===== config.mk =====
export PLATFORM = sky130hd
export DESIGN_NAME = mem_port_arbiter
export DESIGN_NICKNAME = d
export VERILOG_FILES = /design/src/rtl/mem_port_arbiter_pkg.sv /design/src/rtl/mem_port_arbiter.sv
export SDC_FILE = /design/constraint.sdc
export NUM_CORES = 1
export LEC_CHECK = 0
export BUFFER_PORTS_ARGS = -buffer_cell sky130_fd_sc_hd__buf_2
export CAP_MARGIN = 15
export CORE_AREA = 5 5 104 106
export DETAILED_ROUTE_END_ITERATION = 7
export DIE_AREA = 0 0 109 111
export PLACE_DENSITY = 0.56
export SETUP_SLACK_MARGIN = 0.05
export SYNTH_ARGS = -nofsm -noshare
export SYNTH_HDL_FRONTEND = slang
export SYNTH_SLANG_ARGS = --single-unit

===== constraint.sdc =====
create_clock -name clk -period 5.25 [get_ports clk]
set_input_delay 0.525 -clock clk [delete_from_list [all_inputs] [get_ports clk]]
set_output_delay 0.525 -clock clk [all_outputs]
set_load 0.01 [all_outputs]

===== src/rtl/mem_port_arbiter_pkg.sv =====
// Shared bus widths and constants for the unified-RAM port arbiter.
package mem_port_arbiter_pkg;

  // Bus widths shared with the core (instruction address, instruction and data buses)
  localparam int InstAddrBus = 32;
  localparam int InstBus     = 32;
  localparam int DataBus     = 32;

  // Byte-enable pattern used for every read access
  localparam logic [3:0] SEL_ALL = 4'b1111;

endpackage


===== src/rtl/mem_port_arbiter.sv =====
// Arbiter sharing one single-port synchronous RAM between instruction fetch (IF)
// and load/store (MEM). One access in flight; MEM has priority, and a starvation
// counter forces an IF grant after STARVE_MAX consecutive MEM grants with IF waiting.
module mem_port_arbiter
  import mem_port_arbiter_pkg::*;
#(
  parameter int ADDR_W      = InstAddrBus,
  parameter int DATA_W      = DataBus,
  parameter int MEM_LATENCY = 1,
  parameter int STARVE_MAX  = 4
) (
  input  logic              clk,
  input  logic              rst,
  input  logic              if_req_i,
  input  logic [ADDR_W-1:0] if_addr_i,
  output logic              if_gnt_o,
  output logic              if_rvalid_o,
  output logic [DATA_W-1:0] if_rdata_o,
  output logic              if_stall_o,
  input  logic              mem_req_i,
  input  logic              mem_we_i,
  input  logic [ADDR_W-1:0] mem_addr_i,
  input  logic [3:0]        mem_sel_i,
  input  logic [DATA_W-1:0] mem_wdata_i,
  output logic              mem_gnt_o,
  output logic              mem_rvalid_o,
  output logic [DATA_W-1:0] mem_rdata_o,
  output logic              mem_stall_o,
  output logic              ram_ce_o,
  output logic              ram_we_o,
  output logic [ADDR_W-1:0] ram_addr_o,
  output logic [3:0]        ram_sel_o,
  output logic [DATA_W-1:0] ram_wdata_o,
  input  logic [DATA_W-1:0] ram_rdata_i
);

  localparam int LAT_W    = $clog2(MEM_LATENCY) + 1;
  localparam int STARVE_W = $clog2(STARVE_MAX + 1);
  localparam logic [LAT_W-1:0]    LAT_INIT     = LAT_W'(MEM_LATENCY - 1);
  localparam logic [STARVE_W-1:0] STARVE_LIMIT = STARVE_W'(STARVE_MAX);

  localparam logic ST_IDLE = 1'b0;
  localparam logic ST_BUSY = 1'b1;

  localparam logic [1:0] OWN_NONE = 2'd0;
  localparam logic [1:0] OWN_IF   = 2'd1;
  localparam logic [1:0] OWN_MEM  = 2'd2;

  logic                state_r, state_n;
  logic [1:0]          owner_r;
  logic                owner_we_r;
  logic [LAT_W-1:0]    lat_cnt_r;
  logic [STARVE_W-1:0] starve_cnt_r;

  logic       complete_s;
  logic       can_issue_s;
  logic       issue_s;
  logic [1:0] winner_s;

  // Outputs are forced low while rst is held, even though the FSM would otherwise issue.
  assign complete_s  = !rst && (state_r == ST_BUSY) && (lat_cnt_r == '0);
  assign can_issue_s = !rst && ((state_r == ST_IDLE) || complete_s);
  assign issue_s     = (winner_s != OWN_NONE);

  // Pick the requester to issue this cycle (MEM first unless IF has been starved)
  always_comb begin
    winner_s = OWN_NONE;
    if (can_issue_s) begin
      if (mem_req_i && if_req_i) begin
        winner_s = (starve_cnt_r == STARVE_LIMIT) ? OWN_IF : OWN_MEM;
      end else if (mem_req_i) begin
        winner_s = OWN_MEM;
      end else if (if_req_i) begin
        winner_s = OWN_IF;
      end else begin
        winner_s = OWN_NONE;
      end
    end else begin
      winner_s = OWN_NONE;
    end
  end

  // FSM state register
  always_ff @(posedge clk or posedge rst) begin
    if (rst) begin
      state_r <= ST_IDLE;
    end else begin
      state_r <= state_n;
    end
  end

  // FSM next state: an issue always lands in BUSY; a completion without a new issue returns to IDLE
  always_comb begin
    state_n = state_r;
    case (state_r)
      ST_IDLE: state_n = issue_s ? ST_BUSY : ST_IDLE;
      ST_BUSY: begin
        if (lat_cnt_r == '0) begin
          state_n = issue_s ? ST_BUSY : ST_IDLE;
        end else begin
          state_n = ST_BUSY;
        end
      end
      default: state_n = ST_IDLE;
    endcase
  end

  // Track owner of the in-flight access, its latency countdown and IF starvation
  always_ff @(posedge clk or posedge rst) begin
    if (rst) begin
      owner_r      <= OWN_NONE;
      owner_we_r   <= 1'b0;
      lat_cnt_r    <= '0;
      starve_cnt_r <= '0;
    end else begin
      if (issue_s) begin
        owner_r    <= winner_s;
        owner_we_r <= (winner_s == OWN_MEM) && mem_we_i;
        lat_cnt_r  <= LAT_INIT;
      end else if ((state_r == ST_BUSY) && (lat_cnt_r != '0)) begin
        lat_cnt_r <= lat_cnt_r - LAT_W'(1);
      end else if (complete_s) begin
        owner_r    <= OWN_NONE;
        owner_we_r <= 1'b0;
      end

      if (winner_s == OWN_IF) begin
        starve_cnt_r <= '0;
      end else if ((winner_s == OWN_MEM) && if_req_i && (starve_cnt_r != STARVE_LIMIT)) begin
        starve_cnt_r <= starve_cnt_r + STARVE_W'(1);
      end
    end
  end

  // Drive grants, the RAM request and the per-port completion/stall outputs
  always_comb begin
    if_gnt_o     = 1'b0;
    mem_gnt_o    = 1'b0;
    ram_ce_o     = 1'b0;
    ram_we_o     = 1'b0;
    ram_addr_o   = '0;
    ram_sel_o    = 4'b0000;
    ram_wdata_o  = '0;
    if_rvalid_o  = 1'b0;
    if_rdata_o   = '0;
    mem_rvalid_o = 1'b0;
    mem_rdata_o  = '0;

    case (winner_s)
      OWN_IF: begin
        if_gnt_o   = 1'b1;
        ram_ce_o   = 1'b1;
        ram_addr_o = if_addr_i;
        ram_sel_o  = SEL_ALL;
      end
      OWN_MEM: begin
        mem_gnt_o   = 1'b1;
        ram_ce_o    = 1'b1;
        ram_we_o    = mem_we_i;
        ram_addr_o  = mem_addr_i;
        ram_sel_o   = mem_we_i ? mem_sel_i : SEL_ALL;
        ram_wdata_o = mem_wdata_i;
      end
      default: begin
        ram_ce_o = 1'b0;
      end
    endcase

    if (complete_s) begin
      case (owner_r)
        OWN_IF: begin
          if_rvalid_o = 1'b1;
          if_rdata_o  = ram_rdata_i;
        end
        OWN_MEM: begin
          mem_rvalid_o = 1'b1;
          mem_rdata_o  = owner_we_r ? '0 : ram_rdata_i;
        end
        default: begin
          if_rvalid_o = 1'b0;
        end
      endcase
    end else begin
      mem_rvalid_o = 1'b0;
    end

    if_stall_o  = !rst && if_req_i && !if_rvalid_o;
    mem_stall_o = !rst && mem_req_i && !mem_rvalid_o;
  end

endmodule

==> run_results.csv, run 1 <==
group,metric,value,unit
pwr,powerDensity,103,nW/µm²
global_route,grt_pass1_wl,12600,µm
drt,drt_iter0_drc,134,
clock_network,cts_buffer_depth,2,
job,drv_cap,0,
setup_path,worstPathRequired,4.72,ns
die,initial_core_util,17.9,%
die,die_w,109,µm
logic_synthesis,ys.flop_type,"dfrtp_1",
logic_synthesis,yosys.area.top_type,"and2_1",
drt,wirelength,8600,µm
logic_synthesis,synth_top_cell_area_share,31.0,%
setup_path,start_kind,"flop",
layout,final_cell_mix,"276 x buf_2, 86 x and2_1, 36 x nor2b_1, 32 x a22oi_1, 11 x and2_2",
run_status,outcome,"finished clean",
global_route,antenna_found_initial,0,
setup_path,arrival,3.04,ns
logic_synthesis,synth-seq-cells,8,
global_route,grtUsageTotal,12.5,%
placed_design,gp_congestion,0.761,
die,rows,36,
layout,area_growth_syn_to_layout,88.2,%
setup_path,path_cells,"inv_1, ha_1, nand2_1, a221oi_1, ha_1, buf_4, a22oi_1, nor2b_1, buf_2",
timing,rsz0062_at_grt,"no",
drt,wl_per_cell,13.5,µm
global_route,grt_max_degree,38,
timing,fin_crit_sh,67.8,%
layout,final_cells,638,
setup_path,crit_type,"reg -> out",
pwr,ir_drop,0.0485,mV
pwr,p_leak,1.97,nW
setup_path,path_common_cell,"ha_1",
setup_path,cpMaxStageDelayCell,"ha_1",
logic_synthesis,synth_area_leaders,"and2_1 31%, a22oi_1 14%, nor2b_1 13%",
timing,fmax,0.281,GHz
logic_synthesis,syn_avg_cell_area,7.05,µm²
clock_network,numCtsBuffers,3,
clock_network,cts-root-buf,"clkbuf_8",
clock_network,cts_hold_repair.buffers,0,
drt,drc,0,
layout,layout-drive-gt1-share,58.6,%
drt,via_count,2674,
logic_synthesis,seq_area_frac_synth,11.5,%
timing,slew_headroom,24.3,%
die,ios,277,
clock_network,htree_levels,1,
logic_synthesis,synth_cell_types,28,
placed_design,post-dp-hpwl,7420,µm
logic_synthesis,synth.net_count,389,
timing,maxSlewViolCount,0,
placed_design,port-buffer-count,276,
timing,finalCriticalPeriod,3.56,ns
global_route,grt_pass1_vias,2600,
clock_network,clkSinkCount,8,
timing,setup_viol,0,
timing,fin_skew,0.00253,ns
clock_network,cts_resized,0,
die,core,9680,µm²
setup_path,path_buf_inv,3,
layout,layout_commonest_cell,"buf_2",
timing,final.setup.tns,0,ns
clock_network,clkSlewWorstSetupHoldPaths,0.04,ns
logic_synthesis,async_flop_share,100,%
global_route,overflow,0,
setup_path,end_kind,"primary output",
placed_design,place_inst,635,
die,die_h,111,µm
logic_synthesis,synth-edff-count,0,
clock_network,clk_latency,0.23,ns
layout,nets,650,
timing,finalHoldViolCount,0,
drt,drtPass1Iterations,4,
layout,n_antenna_cell,0,
setup_path,crit_family,"adder cells",
setup_path,max_stage_delay,0.83,ns
pwr,fin_total_pwr,337,µW
setup_path,cp_max_fo,22,
die,dieArea,12100,µm²
setup_path,r2r_slack,2.72,ns
logic_synthesis,netlist_area,1730,µm²
timing,tightest_slew,1.13,ns
clock_network,post_cts_buffers,0,
logic_synthesis,synth_warnings,0,
hold_path,hold_path.class,"in -> async",
drt,drtAntennaViolNets,0,
clock_network,cts_tree,"built",
logic_synthesis,synth_cells,246,
drt,viasPerCell,4.19,
sequential cells by signal (all words and copies together), names as in the netlist:
signal,count
owner_we_r,1
starve_cnt_r,3
owner_r,2
state_r,1
lat_cnt_r,1
per-layer routing:
layer  share of wire [%]  track usage [%]  vias to the layer above
met5                   0                0                        -
li1                    -                -                     1334
met2                  53             25.8                      172
met1                  35             12.7                     1164
met4                0.34             1.60                        0
met3                  12             2.68                        4
area by class of cell:
| cell class | count | area (µm²) |
|---|---|---|
| flip-flops and latches | 8 | 200 |
| inverters | 6 | 22.5 |
| fillers | 1023 | 6420 |
| repair buffers | 278 | 1420 |
| well taps | 133 | 166 |
| clock buffers | 3 | 41.3 |
| multi-input cells | 210 | 1420 |
through the flow:
step | utilization [%] | hold WS, ns | setup slack [ns] | instance area [µm²]
2_1_floorplan | - | 0.349 | 2.51 | 1730
3_3_place_gp | 33.0 | 0.506 | 1.88 | 3200
3_5_place_dp | 33.3 | 0.520 | 1.90 | 3220
4_1_cts | 33.7 | 0.281 | 1.65 | 3260
5_1_grt | 33.7 | 0.300 | 1.38 | 3260
6_report | 33.7 | 0.265 | 1.69 | 3260
worst register-to-register path, cell delays in order (launching register included):
cell     delay, ns
dfrtp_1       0.38
inv_1         0.06
ha_1          0.24
nand3_1       0.11
nand4_1       0.18
inv_1         0.13
ha_1          0.62
nand2_1       0.21
or3_1         0.38
a21oi_1       0.15
cell families (layout without fill, tap and decap cells):
kind of cell             count (synthesis)  after routing  synth area share (%)
adder cells (fa/ha/maj)                  6              6                  4.33
AND/OR/NAND/NOR                        158            158                  58.7
multiplexers                             1              1                 0.649
flip-flops                               8              8                  11.5
buffers and inverters                   28            287                  6.71
AO/OA/AOI/OAI                           45             45                  18.0
path summary, 6_finish.rpt:
path / startpoint / end / cells after the start
setup / recovery: starve_cnt_r[0] / ram_addr_o[20] / 9
hold / removal: rst / state_r / 2
setup reg to reg: starve_cnt_r[0] / starve_cnt_r[0] / 9
hold reg to reg: starve_cnt_r[2] / starve_cnt_r[2] / 1
max in group asynchronous: rst / starve_cnt_r[1] / 2
min in group clk: starve_cnt_r[2] / starve_cnt_r[2] / 1
Yosys cell counts (2+ instances only):
library cell  number
a21oi_1            6
a22oi_1           32
and2_1            86
and2_2            11
clkbuf_1          15
clkbuf_2           5
dfrtp_1            8
ha_1               6
inv_1              6
nand2_1            6
nand2b_1           5
nand3_1            3
nand4_1            2
nor2b_1           36
nor3b_1            3
o21ai_0            4
where the power goes:
| part | switching (mW) | internal [mW] |
|---|---|---|
| clock network | 0.0239 | 0.0496 |
| registers | 0.00770 | 0.0694 |
| logic | 0.0906 | 0.0958 |
| total | 0.122 | 0.215 |
Note: power is estimated with default switching activity, not from simulation.
==> run 2: changes to the inputs <==
ABC_AREA = 1   (was default)
clock period = 3.5 ns   (was 5.25 ns; I/O delays follow)
==> run 2 against run 1 <==
Register-to-register slack lost 1.4 ns. Sequential power grew 50%. Wire length increased by 1.6%. Clock power is 48% higher. Power rose by 53%. Non-clock buffer count increased by 3. Die area is the same. Combinational power grew 56%. Critical path depth did not move. Design area shrank 0.61%. Critical endpoint is now ram_addr_o[30]. Flip-flop and latch count did not move. Largest cell class is now buffers.
==> run_results.csv, run 2 <==
group,metric,value,unit
drt,drtAntennaViolNets,0,
drt,viasPerCell,3.99,
setup_path,cp_max_fo,36,
logic_synthesis,synth_cells,360,
run_status,outcome,"finished clean",
timing,fin_crit_sh,81.8,%
drt,via_count,3017,
timing,finalHoldViolCount,0,
logic_synthesis,synth-seq-cells,8,
setup_path,path_common_cell,"nand2_1",
die,dieArea,12100,µm²
pwr,ir_drop,0.0565,mV
setup_path,worstPathRequired,3.15,ns
global_route,antenna_found_initial,0,
clock_network,clkSlewWorstSetupHoldPaths,0.04,ns
global_route,grt_pass1_wl,13100,µm
layout,multi_input_area,1110,µm²
drt,wirelength,8740,µm
global_route,grtUsageTotal,12.8,%
die,rows,36,
clock_network,clkSinkCount,8,
logic_synthesis,synth_most_common_cell,"nand2_1",
logic_synthesis,synth_top_cell_area_share,24.8,%
setup_path,r2r_cells,11,
job,drv_cap,0,
logic_synthesis,yosys.area_share.simple,48.0,%
placed_design,post-dp-hpwl,7630,µm
clock_network,clk_latency,0.23,ns
timing,setup_viol,0,
logic_synthesis,synth_warnings,0,
layout,nFillCells,1117,
hold_path,hold_path.class,"in -> async",
setup_path,max_stage_delay,0.48,ns
logic_synthesis,async_flop_share,100,%
pwr,p_leak,2.43,nW
drt,drt_iter0_drc,118,
clock_network,htree_levels,1,
layout,nets,768,
logic_synthesis,synthAdderAreaFrac,4.34,%
clock_network,cts_tree,"built",
layout,seq_area,200,µm²
layout,top_register,"starve_cnt_r",
clock_network,cts-root-buf,"clkbuf_8",
logic_synthesis,seq_area_frac_synth,11.6,%
logic_synthesis,synth_cell_types,17,
logic_synthesis,synth.net_count,503,
timing,worst_slack,0.638,ns
layout,area_growth_syn_to_layout,87.8,%
global_route,grt_max_degree,38,
logic_synthesis,synth_compound_gate_area_share,11.9,%
layout,largest_reg_flops,3,
global_route,grt_pass1_vias,2927,
setup_path,crit_family,"buffers and inverters",
setup_path,timing.rr.end,"starve_cnt_r[2]",
logic_synthesis,synth_top_family_by_area,"simple AND/OR/NAND/NOR gates",
setup_path,path_cells,"inv_1, ha_1, nand2_1, nand2_1, nand2_1, ha_1, clkinvlp_4, a21oi_1, buf_2",
die,initial_core_util,17.8,%
timing,maxSlewViolCount,0,
setup_path,path_buf_inv,3,
die,die_h,111,µm
timing,finalCriticalPeriod,2.86,ns
logic_synthesis,syn_avg_cell_area,4.80,µm²
timing,final.setup.tns,0,ns
placed_design,port-buffer-count,276,
setup_path,r2r-start,"starve_cnt_r[0]",
timing,slew_headroom,62.2,%
clock_network,cts_buffer_depth,2,
layout,layout-drive-gt1-share,48.0,%
setup_path,cpMaxStageDelayCell,"clkinvlp_4",
logic_synthesis,ys.flop_type,"dfrtp_1",
timing,fmax,0.349,GHz
timing,tightest_slew,0.567,ns
setup_path,crit_type,"reg -> out",
logic_synthesis,synth_mux_area_share,0,%
placed_design,gp_congestion,0.825,
drt,drc,0,
placed_design,pre_cts_slack,0.565,ns
die,core,9680,µm²
die,ios,277,
clock_network,cts_hold_repair.buffers,0,
pwr,powerDensity,159,nW/µm²
layout,layout_commonest_cell,"buf_2",
setup_path,arrival,2.51,ns
setup_path,end_kind,"primary output",
clock_network,numCtsBuffers,3,
logic_synthesis,synth_area_leaders,"nand2_1 25%, inv_1 17%, nor2_1 13%",
drt,drtPass1Iterations,4,
layout,top_regs,"starve_cnt_r (3), owner_r (2)",
timing,fin_skew,0.00175,ns
global_route,overflow,0,
logic_synthesis,yosys.area.top_type,"nand2_1",
layout,n_antenna_cell,0,
drt,wl_per_cell,11.6,µm
logic_synthesis,synthXorXnorAreaFrac,0,%
logic_synthesis,synth_common_cells,"114 x nand2_1, 79 x inv_1, 61 x nor2_1, 36 x a21oi_1, 14 x nand3_1",
setup_path,start_kind,"flop",
layout,final_cell_mix,"276 x buf_2, 114 x nand2_1, 79 x inv_1, 61 x nor2_1, 36 x a21oi_1",
setup_path,r2r_slack,1.28,ns
logic_synthesis,synth-edff-count,0,
logic_synthesis,netlist_area,1730,µm²
timing,rsz0062_at_grt,"no",
die,die_w,109,µm
-- run 2: cell types whose count changed in the layout (fill, tap and decap cells not counted), sizes merged, moves of 5 or more --
cell    before  now
a21oi        6   36
a22oi       32    0
and2        97    0
inv          6   79
nand2        6  116
nand2b       5    0
nand3        3   14
nor2         1   73
nor2b       36    0
-- run 2: worst max-delay path by stage --
stage                                from              to  slack (ns)  depth (start not counted)
final                     starve_cnt_r[0]  ram_addr_o[30]        0.64                          9
after global routing      starve_cnt_r[0]  ram_addr_o[30]        0.38                          9
after CTS                 starve_cnt_r[0]  ram_addr_o[30]        0.30                          9
after detailed placement              rst  ram_addr_o[30]        0.57                          9
after global placement                rst  ram_addr_o[30]        0.60                          9
after floorplan                       rst  ram_addr_o[16]        1.25                          8
-- run 2: area by class of cell --
type	instances	share of cell area (%)
inverter	81	9.49
timing repair buffer	281	43.7
sequential	8	6.17
tap	133	5.13
clock buffer	3	1.27
multi-input combinational	250	34.2
-- run 2: routing by layer --
| layer | share of wire (%) | up-vias | GRT usage [%] | wire (µm) |
|---|---|---|---|---|
| met1 | 36 | 1272 | 12.9 | 3120 |
| met4 | 1.0 | 0 | 2.53 | 89 |
| met5 | 0 | - | 0 | 0 |
| met2 | 51 | 173 | 26.0 | 4440 |
| met3 | 13 | 9 | 2.85 | 1090 |
| li1 | - | 1563 | - | - |
-- run 2: cell families after synthesis --
group / after synthesis
buf+inv: 102
simple gates: 203
fa+ha+maj: 6
flops: 8
compound gates: 41
-- run 2: per-stage QoR --
| step | instances | hold WS (ns) | cell area [µm²] | power [mW] | utilization (%) |
|---|---|---|---|---|---|
| floorplan | 360 | 0.182 | 1730 | 0.268 | - |
| global placement | 753 | 0.393 | 3200 | 0.404 | 33.0 |
| detailed placement | 753 | 0.398 | 3200 | 0.412 | 33.0 |
| CTS | 756 | 0.156 | 3240 | 0.527 | 33.5 |
| global route | 756 | 0.179 | 3240 | 0.564 | 33.5 |
| finish | 756 | 0.156 | 3240 | 0.516 | 33.5 |
-- run 2: report_power, final --
part	internal [mW]	total, mW	switching, mW
logic	0.126	0.291	0.165
registers	0.106	0.116	0.0107
clock network	0.0744	0.109	0.0349
total	0.306	0.516	0.211
-- run 2: worst reg2reg max path, cell delays in order (launching register included) --
cell and delay, ns:
dfrtp_1 0.39, inv_1 0.08, ha_1 0.16, nand2_1 0.07
nand2_1 0.09, nand2_1 0.12, inv_1 0.08, ha_1 0.15
buf_4 0.31, clkinv_1 0.39, nand3_1 0.20, nand2_1 0.06
-- run 2: what timing repair did --
item,4_1_cts,5_1_grt
endpoints found under the setup margin,0,1
setup buffers,0,0
gates resized for setup,0,1
==> run 3: changes to the inputs <==
PLACE_DENSITY = 0.58   (was 0.56)
clock period = 2.35 ns   (was 3.5 ns; I/O delays follow)
==> run 3 against run 2 <==
Power grew 65%. Worst hold slack worse by 0.11 ns. First-iteration DRC count increased by 69%. Utilization increased by 3.1 points. Worst setup slack worse by 0.48 ns. Non-clock buffer count is 11 higher. Wire length grew 6.7%. Highest routed layer unchanged. Clock skew decreased by 0.0015 ns.
==> run_results.csv, run 3 (synthesized netlist as in run 2, its figures left out) <==
group,metric,value,unit
run_status,outcome,"finished clean",
setup_path,path_cells,"inv_2, ha_2, nand2_1, nand2_2, nand2_4, ha_4, clkinv_1, buf_4, a21oi_1, buf_2",
clock_network,cts_tree,"built",
clock_network,htree_levels,1,
layout,area_growth_syn_to_layout,105,%
global_route,gr-usage-met1,13.2,%
placed_design,pre_cts_slack,0.114,ns
timing,final.setup.tns,0,ns
hold_path,hold_path.class,"in -> async",
setup_path,path_buf_inv,4,
timing,worst_slack,0.157,ns
timing,finalHoldViolCount,0,
drt,drtAntennaViolNets,0,
die,rows,36,
pwr,fin_total_pwr,850,µW
layout,top_register,"starve_cnt_r",
pwr,power_frac_clock,19.6,%
timing,rsz0062_at_grt,"yes",
drt,drtPass1Iterations,6,
setup_path,cp_max_fo,11,
setup_path,worstPathRequired,2.12,ns
layout,layout-drive-gt1-share,51.1,%
global_route,antenna_found_initial,0,
global_route,grt_pass1_vias,2641,
setup_path,max_stage_delay,0.40,ns
setup_path,end_kind,"primary output",
placed_design,gp_congestion,0.799,
pwr,p_sw,342,µW
pwr,ir_drop,0.143,mV
global_route,grt_pass1_wl,12600,µm
setup_path,start_kind,"flop",
drt,drt_iter0_drc,199,
global_route,grtUsageMet3,3.61,%
drt,viasPerCell,3.97,
clock_network,cts-root-buf,"clkbuf_8",
placed_design,port-buffer-count,276,
global_route,grtUsageTotal,12.6,%
clock_network,numCtsBuffers,3,
pwr,p_comb_share,59.9,%
timing,slew_headroom,72.4,%
pwr,internal_power,508,µW
die,initial_core_util,17.8,%
timing,fin_skew,0.000257,ns
global_route,overflow,0,
clock_network,cts_buffer_depth,2,
clock_network,clkSinkCount,8,
layout,top_regs,"starve_cnt_r (3), owner_r (2)",
clock_network,clkSlewWorstSetupHoldPaths,0.04,ns
drt,via_count,3043,
die,ios,277,
clock_network,clk_latency,0.23,ns
die,die_h,111,µm
layout,final_cell_mix,"276 x buf_2, 111 x nand2_1, 77 x inv_1, 59 x nor2_1, 33 x a21oi_1",
job,drv_cap,0,
setup_path,cpMaxStageDelayCell,"dfrtp_1",
layout,nets,779,
setup_path,crit_family,"buffers and inverters",
global_route,busiest_layer,"met2",
global_route,met2_usage,24.4,%
drt,wl_per_cell,12.2,µm
drt,drc,0,
timing,holdWs,0.0510,ns
timing,maxSlewViolCount,0,
timing,fmax,0.456,GHz
die,dieArea,12100,µm²
timing,tightest_slew,0.414,ns
timing,fin_crit_sh,93.3,%
placed_design,post-dp-hpwl,7460,µm
drt,wirelength,9330,µm
pwr,switching_share,40.2,%
layout,n_antenna_cell,0,
die,die_w,109,µm
die,core,9680,µm²
timing,setup_viol,0,
layout,layout_commonest_cell,"buf_2",
setup_path,crit_type,"reg -> out",
timing,finalCriticalPeriod,2.19,ns
pwr,p_leak,2.53,nW
global_route,grt_max_degree,34,
pwr,power_frac_seq,20.5,%
setup_path,arrival,1.96,ns
layout,largest_reg_flops,3,
pwr,powerDensity,240,nW/µm²
run 3: final cells by class:
class	instances	area (µm²)
repair buffers	292	1640
multi-input cells	250	1190
flip-flops and latches	8	200
well taps	133	166
inverters	81	309
clock buffers	3	41.3
fillers	1126	6140
run 3: worst reg2reg max path: stages (launching register included):
cell	delay, ns
dfrtp_1	0.40
inv_2	0.07
ha_2	0.17
nand2_1	0.07
nand2_2	0.11
nand2_4	0.08
buf_12	0.14
ha_4	0.18
buf_4	0.18
nand2_1	0.07
inv_1	0.04
nand2_1	0.05
o21ai_0	0.07
run 3: power groups by stage:
stage	combinational, mW	clock (mW)	sequential (mW)
after global placement	0.454	0	0.173
after detailed placement	0.451	0	0.175
after floorplan	0.228	0	0.171
after global routing	0.566	0.175	0.176
final	0.509	0.166	0.174
after CTS	0.464	0.170	0.173
run 3: final timing paths:
path	start	to	slack, ns	cells after the start
max reg2reg	starve_cnt_r[0]	owner_we_r	0.62	12
min in group clk	mem_req_i	owner_r[0]	0.34	4
min reg2reg	owner_r[0]	owner_r[0]	0.51	2
max in group asynchronous	rst	owner_r[0]	1.80	3
min	rst	owner_r[1]	0.05	3
max	starve_cnt_r[0]	ram_addr_o[0]	0.16	10
run 3: stage by stage:
step	instance area (µm²)	std cells	utilization [%]
global route	3550	767	36.6
floorplan	1730	360	-
global placement	3250	756	33.5
detailed placement	3250	756	33.5
finish	3550	767	36.6
CTS	3350	761	34.6
run 3: what timing repair did:
item                                    4_1_cts  5_1_grt
endpoints found under the setup margin       28       56
pin swaps                                     1        2
resized for setup                             4       21
gates cloned                                  1        4
hold buffers                                  1        0
setup buffers                                 0        2
hold endpoints to repair                      1        0
run 3: metal layers:
| layer | up-vias | part of all wire (%) |
|---|---|---|
| met2 | 180 | 50 |
| met3 | 8 | 12 |
| met1 | 1269 | 37 |
| met5 | - | 0 |
| met4 | 0 | 0.92 |
| li1 | 1586 | - |
